### config.mk
export PLATFORM = sky130hd
export DESIGN_NAME = cmd_seq_tx_flat
export DESIGN_NICKNAME = d
export VERILOG_FILES = /design/src/rtl/cmd_seq_pkg.sv /design/src/rtl/cmd_seq_tx_if.sv /design/src/rtl/cmd_seq_tx_sync_fifo.sv /design/src/rtl/cmd_seq_tx.sv /design/src/flat_wrapper.sv
export SDC_FILE = /design/constraint.sdc
export NUM_CORES = 1
export LEC_CHECK = 0
export BUFFER_PORTS_ARGS = -buffer_cell sky130_fd_sc_hd__buf_2
export CORE_ASPECT_RATIO = 0.75
export CORE_MARGIN = 2
export CORE_UTILIZATION = 50
export CTS_CLUSTER_SIZE = 40
export DETAILED_ROUTE_END_ITERATION = 8
export GPL_TIMING_DRIVEN = 0
export PLACE_DENSITY_LB_ADDON = 0.2
export SLEW_MARGIN = 10
export SYNTH_ARGS = -nofsm -noshare
export SYNTH_HDL_FRONTEND = slang
export SYNTH_SLANG_ARGS = --single-unit
### constraint.sdc
create_clock -name clk -period 7.4 [get_ports clk]
set_input_delay 0.74 -clock clk [delete_from_list [all_inputs] [get_ports clk]]
set_output_delay 0.74 -clock clk [all_outputs]
set_load 0.02 [all_outputs]
### src/rtl/cmd_seq_pkg.sv
// Shared types for the command sequencer: FSM state encoding and the
// default-width {cmd, gap} queue entry.
package cmd_seq_pkg;

  localparam int DATA_W_DEF = 8;
  localparam int GAP_W_DEF  = 16;

  typedef enum logic [1:0] {
    IDLE = 2'd0,
    SEND = 2'd1,
    WAIT = 2'd2,
    GAP  = 2'd3
  } state_t;

  typedef struct packed {
    logic [DATA_W_DEF-1:0] cmd;
    logic [GAP_W_DEF-1:0]  gap;
  } entry_t;

  function automatic entry_t mk_entry(input logic [DATA_W_DEF-1:0] cmd,
                                      input logic [GAP_W_DEF-1:0]  gap);
    entry_t e;
    e.cmd = cmd;
    e.gap = gap;
    return e;
  endfunction

endpackage

### src/rtl/cmd_seq_tx_if.sv
// Sequencer-to-UART-transmitter handshake.
// trmt is a one-cycle start strobe; tx_data is held stable from the trmt cycle
// until the transmitter reports tx_done, which is only honoured after trmt.
interface cmd_seq_tx_if #(parameter int DATA_W = 8);

  logic              trmt;
  logic [DATA_W-1:0] tx_data;
  logic              tx_done;

  modport master (output trmt, output tx_data, input tx_done);
  modport slave  (input trmt, input tx_data, output tx_done);

endinterface

### src/rtl/cmd_seq_tx_sync_fifo.sv
// Circular FIFO with extra-MSB pointers, show-ahead read and synchronous flush.
// full/empty/count are registered from the next-cycle pointer values.
module sync_fifo #(
  parameter int WIDTH = 24,
  parameter int DEPTH = 8,
  localparam int AW = $clog2(DEPTH),
  localparam int PW = AW + 1,
  localparam int CW = $clog2(DEPTH + 1)
) (
  input  logic             clk,
  input  logic             rst,
  input  logic             push,
  input  logic [WIDTH-1:0] push_data,
  input  logic             pop,
  output logic [WIDTH-1:0] pop_data,
  input  logic             flush,
  output logic             full,
  output logic             empty,
  output logic [CW-1:0]    count
);

  logic [WIDTH-1:0] mem [DEPTH];
  logic [PW-1:0]    wr_ptr, rd_ptr, wr_nxt, rd_nxt, diff_nxt;
  logic             do_push, do_pop;

  // A full FIFO still takes a write when the head leaves in the same cycle.
  assign do_push  = push & ~flush & (~full | pop);
  assign do_pop   = pop & ~empty;
  assign pop_data = mem[rd_ptr[AW-1:0]];

  always_comb begin
    wr_nxt = wr_ptr;
    rd_nxt = rd_ptr;
    if (flush) begin
      wr_nxt = '0;
      rd_nxt = '0;
    end else begin
      if (do_push) wr_nxt = wr_ptr + PW'(1);
      if (do_pop)  rd_nxt = rd_ptr + PW'(1);
    end
    diff_nxt = wr_nxt - rd_nxt;
  end

  always_ff @(posedge clk) begin
    if (do_push) mem[wr_ptr[AW-1:0]] <= push_data;
  end

  always_ff @(posedge clk) begin
    if (rst) begin
      wr_ptr <= '0;
      rd_ptr <= '0;
      full   <= 1'b0;
      empty  <= 1'b1;
      count  <= '0;
    end else begin
      wr_ptr <= wr_nxt;
      rd_ptr <= rd_nxt;
      full   <= (diff_nxt == PW'(DEPTH));
      empty  <= (diff_nxt == '0);
      count  <= CW'(diff_nxt);
    end
  end

endmodule

### src/rtl/cmd_seq_tx.sv
// Queued command sequencer: pops {cmd, gap} entries, strobes the UART
// transmitter, waits for tx_done, then idles for the entry's gap.
module cmd_seq_tx
  import cmd_seq_pkg::*;
#(
  parameter int DATA_W = 8,
  parameter int DEPTH  = 8,
  parameter int GAP_W  = 16,
  localparam int CW = $clog2(DEPTH + 1)
) (
  input  logic              clk,
  input  logic              rst,
  input  logic              wr_en,
  input  logic [DATA_W-1:0] wr_cmd,
  input  logic [GAP_W-1:0]  wr_gap,
  input  logic              flush,
  input  logic              enable,
  cmd_seq_tx_if.master      tx,
  output logic              full,
  output logic              empty,
  output logic [CW-1:0]     count,
  output logic              busy,
  output logic [15:0]       sent_cnt,
  output logic              ovf,
  output state_t            dbg_state
);

  state_t                    state_r, state_nxt;
  logic                      pop;
  logic [DATA_W+GAP_W-1:0]   head;
  logic [DATA_W-1:0]         tx_data_r;
  logic [GAP_W-1:0]          gap_r, gap_cnt;

  sync_fifo #(.WIDTH(DATA_W + GAP_W), .DEPTH(DEPTH)) u_fifo (
    .clk       (clk),
    .rst       (rst),
    .push      (wr_en),
    .push_data ({wr_cmd, wr_gap}),
    .pop       (pop),
    .pop_data  (head),
    .flush     (flush),
    .full      (full),
    .empty     (empty),
    .count     (count)
  );

  always_ff @(posedge clk) begin
    if (rst) state_r <= IDLE;
    else     state_r <= state_nxt;
  end

  // tx_done is only looked at in WAIT, so a level left over from the
  // previous byte during SEND cannot complete the new one.
  always_comb begin
    state_nxt = state_r;
    case (state_r)
      IDLE:    if (enable && !empty) state_nxt = SEND;
      SEND:    state_nxt = WAIT;
      WAIT:    if (tx.tx_done) state_nxt = (gap_r == '0) ? IDLE : GAP;
      GAP:     if (gap_cnt == GAP_W'(1)) state_nxt = IDLE;
      default: state_nxt = IDLE;
    endcase
  end

  always_comb begin
    tx.trmt = (state_r == SEND);
    busy    = (state_r != IDLE);
    pop     = (state_r == IDLE) && enable && !empty;
  end

  assign tx.tx_data = tx_data_r;
  assign dbg_state  = state_r;

  always_ff @(posedge clk) begin
    if (rst) begin
      tx_data_r <= '0;
      gap_r     <= '0;
      gap_cnt   <= '0;
      sent_cnt  <= '0;
      ovf       <= 1'b0;
    end else begin
      if (pop) begin
        tx_data_r <= head[DATA_W+GAP_W-1 -: DATA_W];
        gap_r     <= head[GAP_W-1:0];
      end
      if (state_r == WAIT && tx.tx_done) begin
        sent_cnt <= sent_cnt + 16'd1;
        gap_cnt  <= gap_r;
      end else if (state_r == GAP) begin
        gap_cnt <= gap_cnt - GAP_W'(1);
      end
      // A flushed write is discarded on purpose and is not an overflow.
      if (wr_en && full && !pop && !flush) ovf <= 1'b1;
    end
  end

endmodule

### src/flat_wrapper.sv
// flat-port wrapper written by rule: the top's interface ports become plain ports
module cmd_seq_tx_flat import cmd_seq_pkg::*;
#(
  parameter int DATA_W = 8,
  parameter int DEPTH  = 8,
  parameter int GAP_W  = 16,
  localparam int CW = $clog2(DEPTH + 1)
)
  (clk, rst, wr_en, wr_cmd, wr_gap, flush, enable, full, empty, count, busy, sent_cnt, ovf, dbg_state, tx_trmt, tx_tx_data, tx_tx_done);
  cmd_seq_tx_if #(.DATA_W(DATA_W)) tx_i ();
  input  logic clk;
  input  logic rst;
  input  logic wr_en;
  input  logic [DATA_W-1:0] wr_cmd;
  input  logic [GAP_W-1:0] wr_gap;
  input  logic flush;
  input  logic enable;
  output logic full;
  output logic empty;
  output logic [CW-1:0] count;
  output logic busy;
  output logic [15:0] sent_cnt;
  output logic ovf;
  output state_t dbg_state;
  output wire logic [$bits(tx_i.trmt)-1:0] tx_trmt;
  output wire logic [$bits(tx_i.tx_data)-1:0] tx_tx_data;
  input wire logic [$bits(tx_i.tx_done)-1:0] tx_tx_done;
  assign tx_trmt = tx_i.trmt;
  assign tx_tx_data = tx_i.tx_data;
  assign tx_i.tx_done = tx_tx_done;
  cmd_seq_tx #(.DATA_W(DATA_W), .DEPTH(DEPTH), .GAP_W(GAP_W)) u_core (.clk(clk), .rst(rst), .wr_en(wr_en), .wr_cmd(wr_cmd), .wr_gap(wr_gap), .flush(flush), .enable(enable), .tx(tx_i), .full(full), .empty(empty), .count(count), .busy(busy), .sent_cnt(sent_cnt), .ovf(ovf), .dbg_state(dbg_state));
endmodule
==> run_results.csv <==
group,metric,value,unit
critical_path,reg2reg_from,"u_core.dbg_state[0]",
floorplanning,pin_count,65,
power_and_ir_drop,p_leak,4.016,nW
sta,fin_setup_tns,0,ns
sta,finalSetupViolCount,0,
finish,area_growth,16.68,%
placement,place_congestion,0.8931,
global_route,grt_pass1_vias,6218,
clocking,cts_buffer_depth,3,
global_route,use_met1,31.35,%
global_route,gr-usage-met2,33.48,%
floorplanning,die_h,129.1,um
placement,dp_hpwl,15190,um
critical_path,endpoint_kind,"flip-flop",
floorplanning,dieWidth,170.9,um
clocking,numCtsBuffers,26,
sta,min_period,3.567,ns
drt,wl_per_cell,21.22,um
placement,io_buffers,63,
critical_path,path_class,"flip-flop to flip-flop",
clocking,hold_buffers,0,
logic_synthesis,synth_top_flop_cell,"edfxtp_1",
critical_path,r2r_cells,10,
critical_path,worstSetupStartpointType,"flip-flop",
worst_hold_path,hold_class,"input port to flip-flop",
global_route,use_met3,3.451,%
finish,finalInstanceArea,12180,um^2
critical_path,crit_fanout,10,
logic_synthesis,synthCells,662,
sta,fin_worst_skew,0.01505,ns
logic_synthesis,yosys.cell_types.count,49,
flow_run,maxCapViolCount,0,
sta,max_slew_margin,36.86,%
logic_synthesis,yosys_register_bits,265,
drt,drt_pass1_iterations,6,
global_route,grt_max_degree,24,
critical_path,worstSetupStartpoint,"u_core.dbg_state[0]",
finish,final_common_cell,"edfxtp_1",
critical_path,slowest_delay,0.75,ns
drt,drt-total-wl,22770,um
finish,drive_above_1_share,23.95,%
status,status,"finished, final reports clean",
global_route,gr-usage-all-layers,21.14,%
placement,placed_area,11330,um^2
logic_synthesis,synth_async_sr_flop_share,0,%
sta,rsz0062_at_grt,"no",
sta,period_share,48.20,%
critical_path,crit_slowest_cell,"nor4b_2",
power_and_ir_drop,cellPowerDensity,259.7,nW/um^2
critical_path,critPathRequiredTime,7.81,ns
global_route,grt_pass1_wl,35180,um
critical_path,worst-path-buf-inv,2,
logic_synthesis,syn-num-nets,701,
drt,vias,6159,
global_route,top_usage_layer,"met2",
clocking,clk_pin_slew,0.06,ns
drt,avgViaCountPerCell,5.740,
sta,hold_viol,0,
clocking,clock_latency,0.53,ns
critical_path,crit_chain,"clkbuf_1 > nor4b_2 > clkbuf_1 > nand2_1 > a21o_1 > ha_1 > a21o_1 > a21oi_1 > xor3_1 > a41o_1",
clocking,root_buffer,"clkbuf_16",
floorplanning,die-area,22060,um^2
critical_path,regToRegSetupSlack,3.83,ns
global_route,gr-total-overflow,0,
global_route,antenna_found_initial,2,
clocking,post_cts.repair.setup_buffers,0,
logic_synthesis,synth_edf_count,192,
critical_path,crit_cells,10,
floorplanning,core_area,20380,um^2
logic_synthesis,yosysSeqAreaShare,69.22,%
sta,worst_pin_slew,0.9472,ns
critical_path,cp_data_arrival_time,3.97,ns
finish,num-nets-final,808,
critical_path,crit_end,"u_core.u_fifo.empty",
drt,drt_iter0_markers,566,
critical_path,cp_top_family,"simple AND/OR/NAND/NOR gates",
drt,drtAntennaViolNets,0,
floorplanning,rows,45,
sta,drv_slew,0,
clocking,cts-resized-gates,0,
finish,final_cell_mix,"edfxtp_1, dfxtp_1, buf_2",
sta,fmax,0.2804,GHz
clocking,cts_tree,"built",
drt,drc,0,
floorplanning,start_util,51.22,%
logic_synthesis,yosys_warnings,0,
clocking,cts.htree.levels,1,
power_and_ir_drop,peakVddDrop,0.0002081,V
clocking,clock-sinks,265,
critical_path,reg2reg_to,"u_core.u_fifo.empty",
logic_synthesis,synth_area,10440,um^2
logic_synthesis,syn_area_per_cell,15.77,um^2
==> layer usage <==
| metal | part of all wire [%] | vias up |
|---|---|---|
| met5 | 0 | - |
| met2 | 47 | 186 |
| met1 | 46 | 3141 |
| li1 | - | 2802 |
| met4 | 1.5 | 0 |
| met3 | 5.1 | 30 |
==> worst min path at each step <==
stage                              from                       end  slack [ns]  depth (start not counted)
CTS                           wr_gap[9]   u_core.u_fifo.mem[0][9]        0.46                          1
floorplan              u_core.gap_r[12]        u_core.gap_cnt[12]        0.45                          2
finish                        wr_gap[9]   u_core.u_fifo.mem[0][9]        0.48                          1
global route                  wr_cmd[7]  u_core.u_fifo.mem[5][23]        0.48                          1
global placement    u_core.sent_cnt[15]       u_core.sent_cnt[15]        0.47                          2
detailed placement           u_core.ovf                u_core.ovf        0.47                          2
==> sequential cells by signal (all words and copies together) (netlist names) <==
register / flops
u_core.ovf: 1
u_core.u_fifo.count: 4
u_core.u_fifo.rd_ptr: 4
u_core.gap_cnt: 16
u_core.dbg_state: 2
u_core.tx.tx_data: 8
u_core.sent_cnt: 16
u_core.u_fifo.wr_ptr: 4
u_core.u_fifo.empty: 1
u_core.u_fifo.mem: 192
u_core.gap_r: 16
u_core.u_fifo.full: 1
==> Yosys cell counts, types with 4 or more instances <==
library cell,instances,area share (%)
nor4_1,10,0.60
clkbuf_1,26,0.93
nor2b_1,5,0.30
buf_2,6,0.29
dfxtp_1,73,14
a21oi_1,20,0.96
nand2_1,30,1.1
a211oi_1,27,1.9
or2_2,4,0.24
edfxtp_1,192,55
nor3_1,10,0.48
or3_1,7,0.42
xor2_1,13,1.1
nand3_1,11,0.53
a31oi_1,8,0.48
nand4_1,7,0.42
o311ai_0,4,0.34
ha_1,8,0.96
mux4_2,48,10
xnor2_1,6,0.50
o21ai_0,8,0.38
buf_1,5,0.18
mux2i_1,25,2.4
nor2_1,59,2.1
nand2b_1,6,0.36
inv_1,8,0.29
==> cells by family (layout without fill, tap and decap cells) <==
family | after synthesis | count (layout) | share of synthesized area (%)
flip-flops | 265 | 265 | 69.22
AND/OR/NAND/NOR | 166 | 166 | 7.922
AO/OA/AOI/OAI | 83 | 83 | 5.333
multiplexers | 74 | 74 | 12.86
buffers and inverters | 45 | 172 | 1.690
XOR/XNOR | 20 | 20 | 1.822
adder cells (fa/ha/maj) | 9 | 9 | 1.151
other | 0 | 2 | 0
==> report_power, final <==
group	switching (mW)	leakage (nW)	internal, mW
Sequential	0.0264	2.32	1.62
Clock	0.536	0.416	0.752
Combinational	0.146	1.28	0.0818
==> through the flow <==
| step | setup WS, ns | std cells | power [mW] | hold slack, ns | utilization [%] |
|---|---|---|---|---|---|
| after CTS | 3.857 | 1071 | 3.180 | 0.4643 | 59.74 |
| final | 3.833 | 1073 | 3.164 | 0.4834 | 59.77 |
| after detailed placement | 3.689 | 1023 | 1.904 | 0.4702 | 55.60 |
| after floorplan | 3.232 | 662 | 1.817 | 0.4452 | - |
| after global routing | 3.620 | 1072 | 3.271 | 0.4812 | 59.75 |
| after global placement | 0.8327 | 1007 | 1.893 | 0.4709 | 54.50 |
==> cell type report <==
type | count | area (um^2)
fillers | 1551 | 8200
flip-flops and latches | 265 | 7227
multi-input cells | 352 | 3085
clock buffers | 31 | 710.7
repair buffers | 79 | 491.7
well taps | 282 | 352.8
plain buffers | 37 | 146.4
clock inverters | 17 | 132.6
inverters | 8 | 30.03
diodes | 2 | 5.005
(Power assumes the default switching activity.)
